**config.mk**
```make
export PLATFORM = sky130hd
export DESIGN_NAME = neuron_mac
export DESIGN_NICKNAME = d
export VERILOG_FILES = /design/src/rtl/neuron_mac.sv
export SDC_FILE = /design/constraint.sdc
export NUM_CORES = 1
export LEC_CHECK = 0
export BUFFER_PORTS_ARGS = -buffer_cell sky130_fd_sc_hd__buf_2
export CAP_MARGIN = 20
export CORE_ASPECT_RATIO = 0.6
export CORE_UTILIZATION = 45
export DETAILED_ROUTE_END_ITERATION = 10
export SETUP_SLACK_MARGIN = 0.15
export SLEW_MARGIN = 20
export SYNTH_ARGS = -nofsm -noshare
export SYNTH_HDL_FRONTEND = slang
export SYNTH_SLANG_ARGS = --single-unit
```
**constraint.sdc**
```tcl
create_clock -name clk -period 6.5 [get_ports clk]
set_input_delay 1.3 -clock clk [delete_from_list [all_inputs] [get_ports clk]]
set_output_delay 1.3 -clock clk [all_outputs]
set_load 0.01 [all_outputs]
```
**src/rtl/neuron_mac.sv**
```systemverilog
// One neuron of a layer datapath: serially accumulates K signed Q-format
// w*x products on a 2N-bit bias, rounds, saturates, optionally applies ReLU.
module neuron_mac #(
    parameter int N = 8,
    parameter int Q = 7,
    parameter int K = 4
) (
    input  logic                  clk,
    input  logic                  rst,
    input  logic                  in_valid,
    output logic                  in_ready,
    input  logic signed [N-1:0]   w,
    input  logic signed [N-1:0]   x,
    input  logic signed [2*N-1:0] b,
    input  logic                  relu,
    output logic                  out_valid,
    input  logic                  out_ready,
    output logic signed [N-1:0]   out,
    output logic                  ovf,
    output logic [1:0]            dbg_state
);

    localparam int ACC_W = 2 * N + $clog2(K) + 1;
    localparam int CNT_W = (K > 1) ? $clog2(K) : 1;
    localparam logic [CNT_W-1:0] LAST_BEAT = CNT_W'(K - 1);

    localparam logic [1:0] S_ACC = 2'd0;
    localparam logic [1:0] S_FIN = 2'd1;
    localparam logic [1:0] S_OUT = 2'd2;

    localparam logic signed [ACC_W:0] RND     = (ACC_W + 1)'((Q > 0) ? (2 ** (Q - 1)) : 0);
    localparam logic signed [N-1:0]   SAT_MAX = {1'b0, {(N - 1){1'b1}}};
    localparam logic signed [N-1:0]   SAT_MIN = {1'b1, {(N - 1){1'b0}}};

    // Handshakes: a transfer happens on a rising edge where valid && ready;
    // valid never depends on ready, and out/ovf hold while out_valid && !out_ready.
    logic [1:0]               state_q, state_d;
    logic [CNT_W-1:0]         cnt_q, cnt_d;
    logic signed [ACC_W-1:0]  acc_q, acc_d;
    logic                     out_valid_q, out_valid_d;
    logic signed [N-1:0]      out_q, out_d;
    logic                     ovf_q, ovf_d;

    logic signed [2*N-1:0]    prod;
    logic signed [ACC_W-1:0]  prod_ext;
    logic signed [ACC_W-1:0]  bias_ext;
    logic signed [ACC_W:0]    sum_rnd;
    logic signed [ACC_W:0]    r;
    logic signed [N-1:0]      sat;
    logic                     sat_ovf;

    assign prod     = (2 * N)'(w) * (2 * N)'(x);
    assign prod_ext = ACC_W'(prod);
    assign bias_ext = ACC_W'(b);

    // Round-half-up then arithmetic shift back to Q fractional bits.
    assign sum_rnd = (ACC_W + 1)'(acc_q) + RND;
    assign r       = sum_rnd >>> Q;

    always_comb begin
        sat     = r[N-1:0];
        sat_ovf = 1'b0;
        if (r > (ACC_W + 1)'(SAT_MAX)) begin
            sat     = SAT_MAX;
            sat_ovf = 1'b1;
        end else if (r < (ACC_W + 1)'(SAT_MIN)) begin
            sat     = SAT_MIN;
            sat_ovf = 1'b1;
        end
    end

    always_comb begin
        state_d     = state_q;
        cnt_d       = cnt_q;
        acc_d       = acc_q;
        out_valid_d = out_valid_q;
        out_d       = out_q;
        ovf_d       = ovf_q;
        case (state_q)
            S_ACC: begin
                if (in_valid) begin
                    acc_d = ((cnt_q == '0) ? bias_ext : acc_q) + prod_ext;
                    if (cnt_q == LAST_BEAT) begin
                        cnt_d   = '0;
                        state_d = S_FIN;
                    end else begin
                        cnt_d = cnt_q + 1'b1;
                    end
                end
            end
            S_FIN: begin
                out_d       = (relu && sat[N-1]) ? '0 : sat;
                ovf_d       = sat_ovf;
                out_valid_d = 1'b1;
                state_d     = S_OUT;
            end
            S_OUT: begin
                if (out_ready) begin
                    out_valid_d = 1'b0;
                    state_d     = S_ACC;
                end
            end
            default: state_d = S_ACC;
        endcase
    end

    always_ff @(posedge clk) begin
        if (rst) begin
            state_q     <= S_ACC;
            cnt_q       <= '0;
            acc_q       <= '0;
            out_valid_q <= 1'b0;
            out_q       <= '0;
            ovf_q       <= 1'b0;
        end else begin
            state_q     <= state_d;
            cnt_q       <= cnt_d;
            acc_q       <= acc_d;
            out_valid_q <= out_valid_d;
            out_q       <= out_d;
            ovf_q       <= ovf_d;
        end
    end

    assign in_ready  = (state_q == S_ACC);
    assign out_valid = out_valid_q;
    assign out       = out_q;
    assign ovf       = ovf_q;
    assign dbg_state = state_q;

endmodule

```
==> Implementation_results.wiki <==
{| class="wikitable"
! Metric !! Value
|-
| Number of buffers added on ports || 49
|-
| Share of synthesized flip-flops with an asynchronous set or reset || 0
|-
| Detailed-route wire length || 11.2 mm
|-
| Routed vias || 3911
|-
| Yosys synthesis warning count || 0
|-
| Initial core utilization || 0.462
|-
| Via density per instance || 5.10
|-
| Maximum count of clock buffers along a single path || 2
|-
| Combinational family with the most area after synthesis || adder cells
|-
| Setup repair after global routing missed its margin || no
|-
| Compound-Gate Fraction of Synth Area || 0.118
|-
| Gpl congestion || 0.879
|-
| Die area || 12000 sq um
|-
| Leakage power summed over all cells || 2.83 nW
|-
| Antenna Violating Nets Remaining || 0
|-
| Number of primary I/O pins || 50
|-
| Violated checks || DRC
|-
| Setup TNS Final || 0 ps
|-
| Max FO, Critical Path || 10
|-
| Layout fillers || 1068
|-
| Path depth of the worst reg2reg path || 16
|-
| Outcome || finished with violations
|-
| Total clock buffers created by CTS || 5
|-
| Count of max-cap constraint violations || 0
|-
| Clock tree from TritonCTS || done
|-
| Maximum achievable frequency || 0.170 GHz
|-
| Post-cts resize count || 0
|-
| Post-synthesis adder-cell area fraction || 0.435
|-
| Final setup vio count || 0
|-
| Antenna violations before repair || 0
|-
| Clock sink count || 33
|-
| Clk pin slew, worst setup/hold paths || 60 ps
|-
| Portion of netlist area occupied by mux cells || 0.0410
|-
| Commonest non-fill, non-tap cells in the layout || sky130_fd_sc_hd__inv_1, sky130_fd_sc_hd__fa_1, sky130_fd_sc_hd__nand2_1
|-
| Number of global-route vias before repair || 4092
|-
| Worst Path Required || 6680 ps
|-
| Number of H-tree branching levels || 2
|-
| Die Height || 85.4 microns
|-
| Drt initial violations || 261
|-
| Largest delay contributor family on the critical path || adder cells
|-
| Min-Delay Path Class || register to register
|-
| First-pass GRT wire length || 19.6 mm
|-
| Clock Latency Late Sink || 280 ps
|-
| Die width || 141 microns
|-
| Worst-Margin Slew || 690 ps
|-
| Logic depth of the worst setup path including buffers || 15
|-
| Share of the yosys chip area belonging to registers || 0.127
|-
| Slowest cell on crit path || sky130_fd_sc_hd__fa_1
|-
| Dominant register cell in the synthesized netlist || sky130_fd_sc_hd__dfxtp_1
|-
| Synthesized cell area || 5220 sq um
|-
| Number of enable-type register cells in the synthesized netlist || 0
|-
| Master cell of the clock root buffer || sky130_fd_sc_hd__clkbuf_16
|-
| Relative slew slack || 0.540
|-
| Kind of start point of the critical path || input pin
|-
| Detailed-route DRC error count || 1
|-
| Most Frequent Cell on Critical Path || sky130_fd_sc_hd__fa_1
|-
| Minimum clock period after layout || 5870 ps
|-
| CP max stage delay || 500 ps
|-
| Count of distinct cell types in the synthesized netlist || 61
|-
| Area delta synth->final || 9.90%
|-
| Largest net degree at the start of global routing || 35
|-
| Worst Path Buf+Inv || 3
|-
| IR Drop Worst-Case VDD || 0.456 mV
|-
| Total count of hold-check failures in the final report || 0
|-
| WHS Path Cells || 2
|-
| Detail Placement HPWL || 9.62 mm
|-
| Area of combinational cells with multiple inputs || 4100 sq um
|-
| Xor and xnor fraction of the mapped netlist area || 0.0285
|-
| Share of final-layout standard cells stronger than drive strength 1 || 0.119
|-
| Final net count || 774
|-
| Area fraction of the dominant cell type after synthesis || 0.322
|-
| Floorplan core area || 11300 sq um
|-
| CP endpoint kind || register
|-
| Count of buffers added by post-CTS timing repair for setup || 0
|-
| Crit path kind || input pin to register
|-
| Antenna diodes || 0
|-
| Simple-Gate Fraction of Synth Area || 0.164
|-
| Mean Syn Cell Area || 9.25 sq um
|-
| Number of register bits inferred by synthesis || 33
|-
| Yosys top cell by area || sky130_fd_sc_hd__fa_1
|-
| Cell Rows || 30
|-
| Final worst slack || 626 ps
|-
| Number of max-slew violations in the final report || 0
|-
| First-pass detailed-route iteration total || 7
|-
| Most frequent standard cell in the layout excluding fill and tap cells || sky130_fd_sc_hd__inv_1
|-
| Count of mapped cells out of synthesis || 564
|-
| Final worst clock skew || 4.67 ps
|-
| CP arrival || 6060 ps
|-
| Global-route congestion overflow total || 0
|-
| Syn Nets || 732
|-
| Number of buffers inserted by hold repair at cts || 0
|-
| Total power density per cell area || 460 nW/um^2
|-
| Setup Slack @ Placement || 365 ps
|-
| Synth area leaders || sky130_fd_sc_hd__fa_1, sky130_fd_sc_hd__dfxtp_1, sky130_fd_sc_hd__ha_1, sky130_fd_sc_hd__inv_1, sky130_fd_sc_hd__and2_1
|-
| Sequential Area || 661 sq um
|-
| Post-DR wirelength/cell || 14.6 microns
|-
| Total Routing Usage GR || 0.206
|-
| Final period util || 0.904
|-
| Critical Path, Cell by Cell || buf_2 -> and2_1 -> inv_1 -> fa_1 -> inv_1 -> fa_1 -> fa_1 -> fa_1 -> ha_1 -> ha_1 -> or3_1 -> o211ai_1 -> a21boi_1 -> xnor2_1 -> a211oi_1
|}
## cell usage after synthesis, drive strengths merged, types with 3 or more instances
cell type / number
a21boi: 4
and2: 38
a211oi: 4
mux2: 3
xnor2: 13
o21a: 5
a21oi: 30
fa: 84
inv: 91
nor3: 11
nand2b: 3
nor2: 23
clkbuf: 9
nand3: 13
nand2: 50
a21o: 9
dfxtp: 33
nand4: 4
a31oi: 3
mux2i: 18
nor2b: 4
o22ai: 5
ha: 47
o2111ai: 3
and3: 7
xor2: 4
o21ai: 8
buf: 8
## sequential cells by signal, indices dropped and copies added (netlist names)
signal / flops
acc_q: 19
ovf: 1
out: 8
cnt_q: 2
out_valid: 1
dbg_state: 2
## stage by stage
| stage | instances | power (mW) | utilization | cell area [sq um] | hold WS (ps) |
|---|---|---|---|---|---|
| floorplan | 564 | 1.99 | - | 5220 | 434 |
| global placement | 759 | 2.37 | 0.495 | 5600 | 443 |
| detailed placement | 759 | 2.40 | 0.495 | 5600 | 448 |
| CTS | 767 | 2.65 | 0.508 | 5730 | 456 |
| global route | 767 | 2.98 | 0.508 | 5730 | 481 |
| finish | 767 | 2.64 | 0.508 | 5730 | 452 |
## worst paths after layout
kind	slack, ps	startpoint	to
worst max-delay path	630	x[1]	acc_q[16]
worst min-delay path	450	acc_q[0]	acc_q[0]
worst max register to register	1020	cnt_q[0]	acc_q[16]
worst min register to register	450	acc_q[0]	acc_q[0]
## where the power goes
group / internal [mW] / switching, mW
registers: 0.244 / 0.0519
logic: 0.972 / 1.14
clock network: 0.141 / 0.0871
## kinds of logic after synthesis
family | after synthesis
AOI/OAI and AO/OA | 85
buffers and inverters | 111
and+or+nand+nor | 166
DFF | 33
adders and majority gates | 131
muxes | 21
xor gates and xnor gates | 17
## tightest hold or removal path: stages (launching register included)
cell and delay [ps]:
sky130_fd_sc_hd__dfxtp_1 300, sky130_fd_sc_hd__nand2_1 50, sky130_fd_sc_hd__a21oi_1 50
## cell type report
type / instances / area share
inverters: 94 / 0.0639
multi-input cells: 420 / 0.715
well taps: 160 / 0.0349
repair buffers: 52 / 0.0467
clock buffers: 6 / 0.0225
clock inverters: 2 / 0.00175
flip-flops and latches: 33 / 0.115
## per-layer routing
metal	GRT usage	part of all wire	vias to the layer above
met4	0.0128	0	0
met3	0.0299	0.041	0
li1	-	-	1927
met5	0	0	-
met1	0.304	0.51	1921
met2	0.335	0.45	63
No activity file was read; power rests on OpenSTA's default activity.
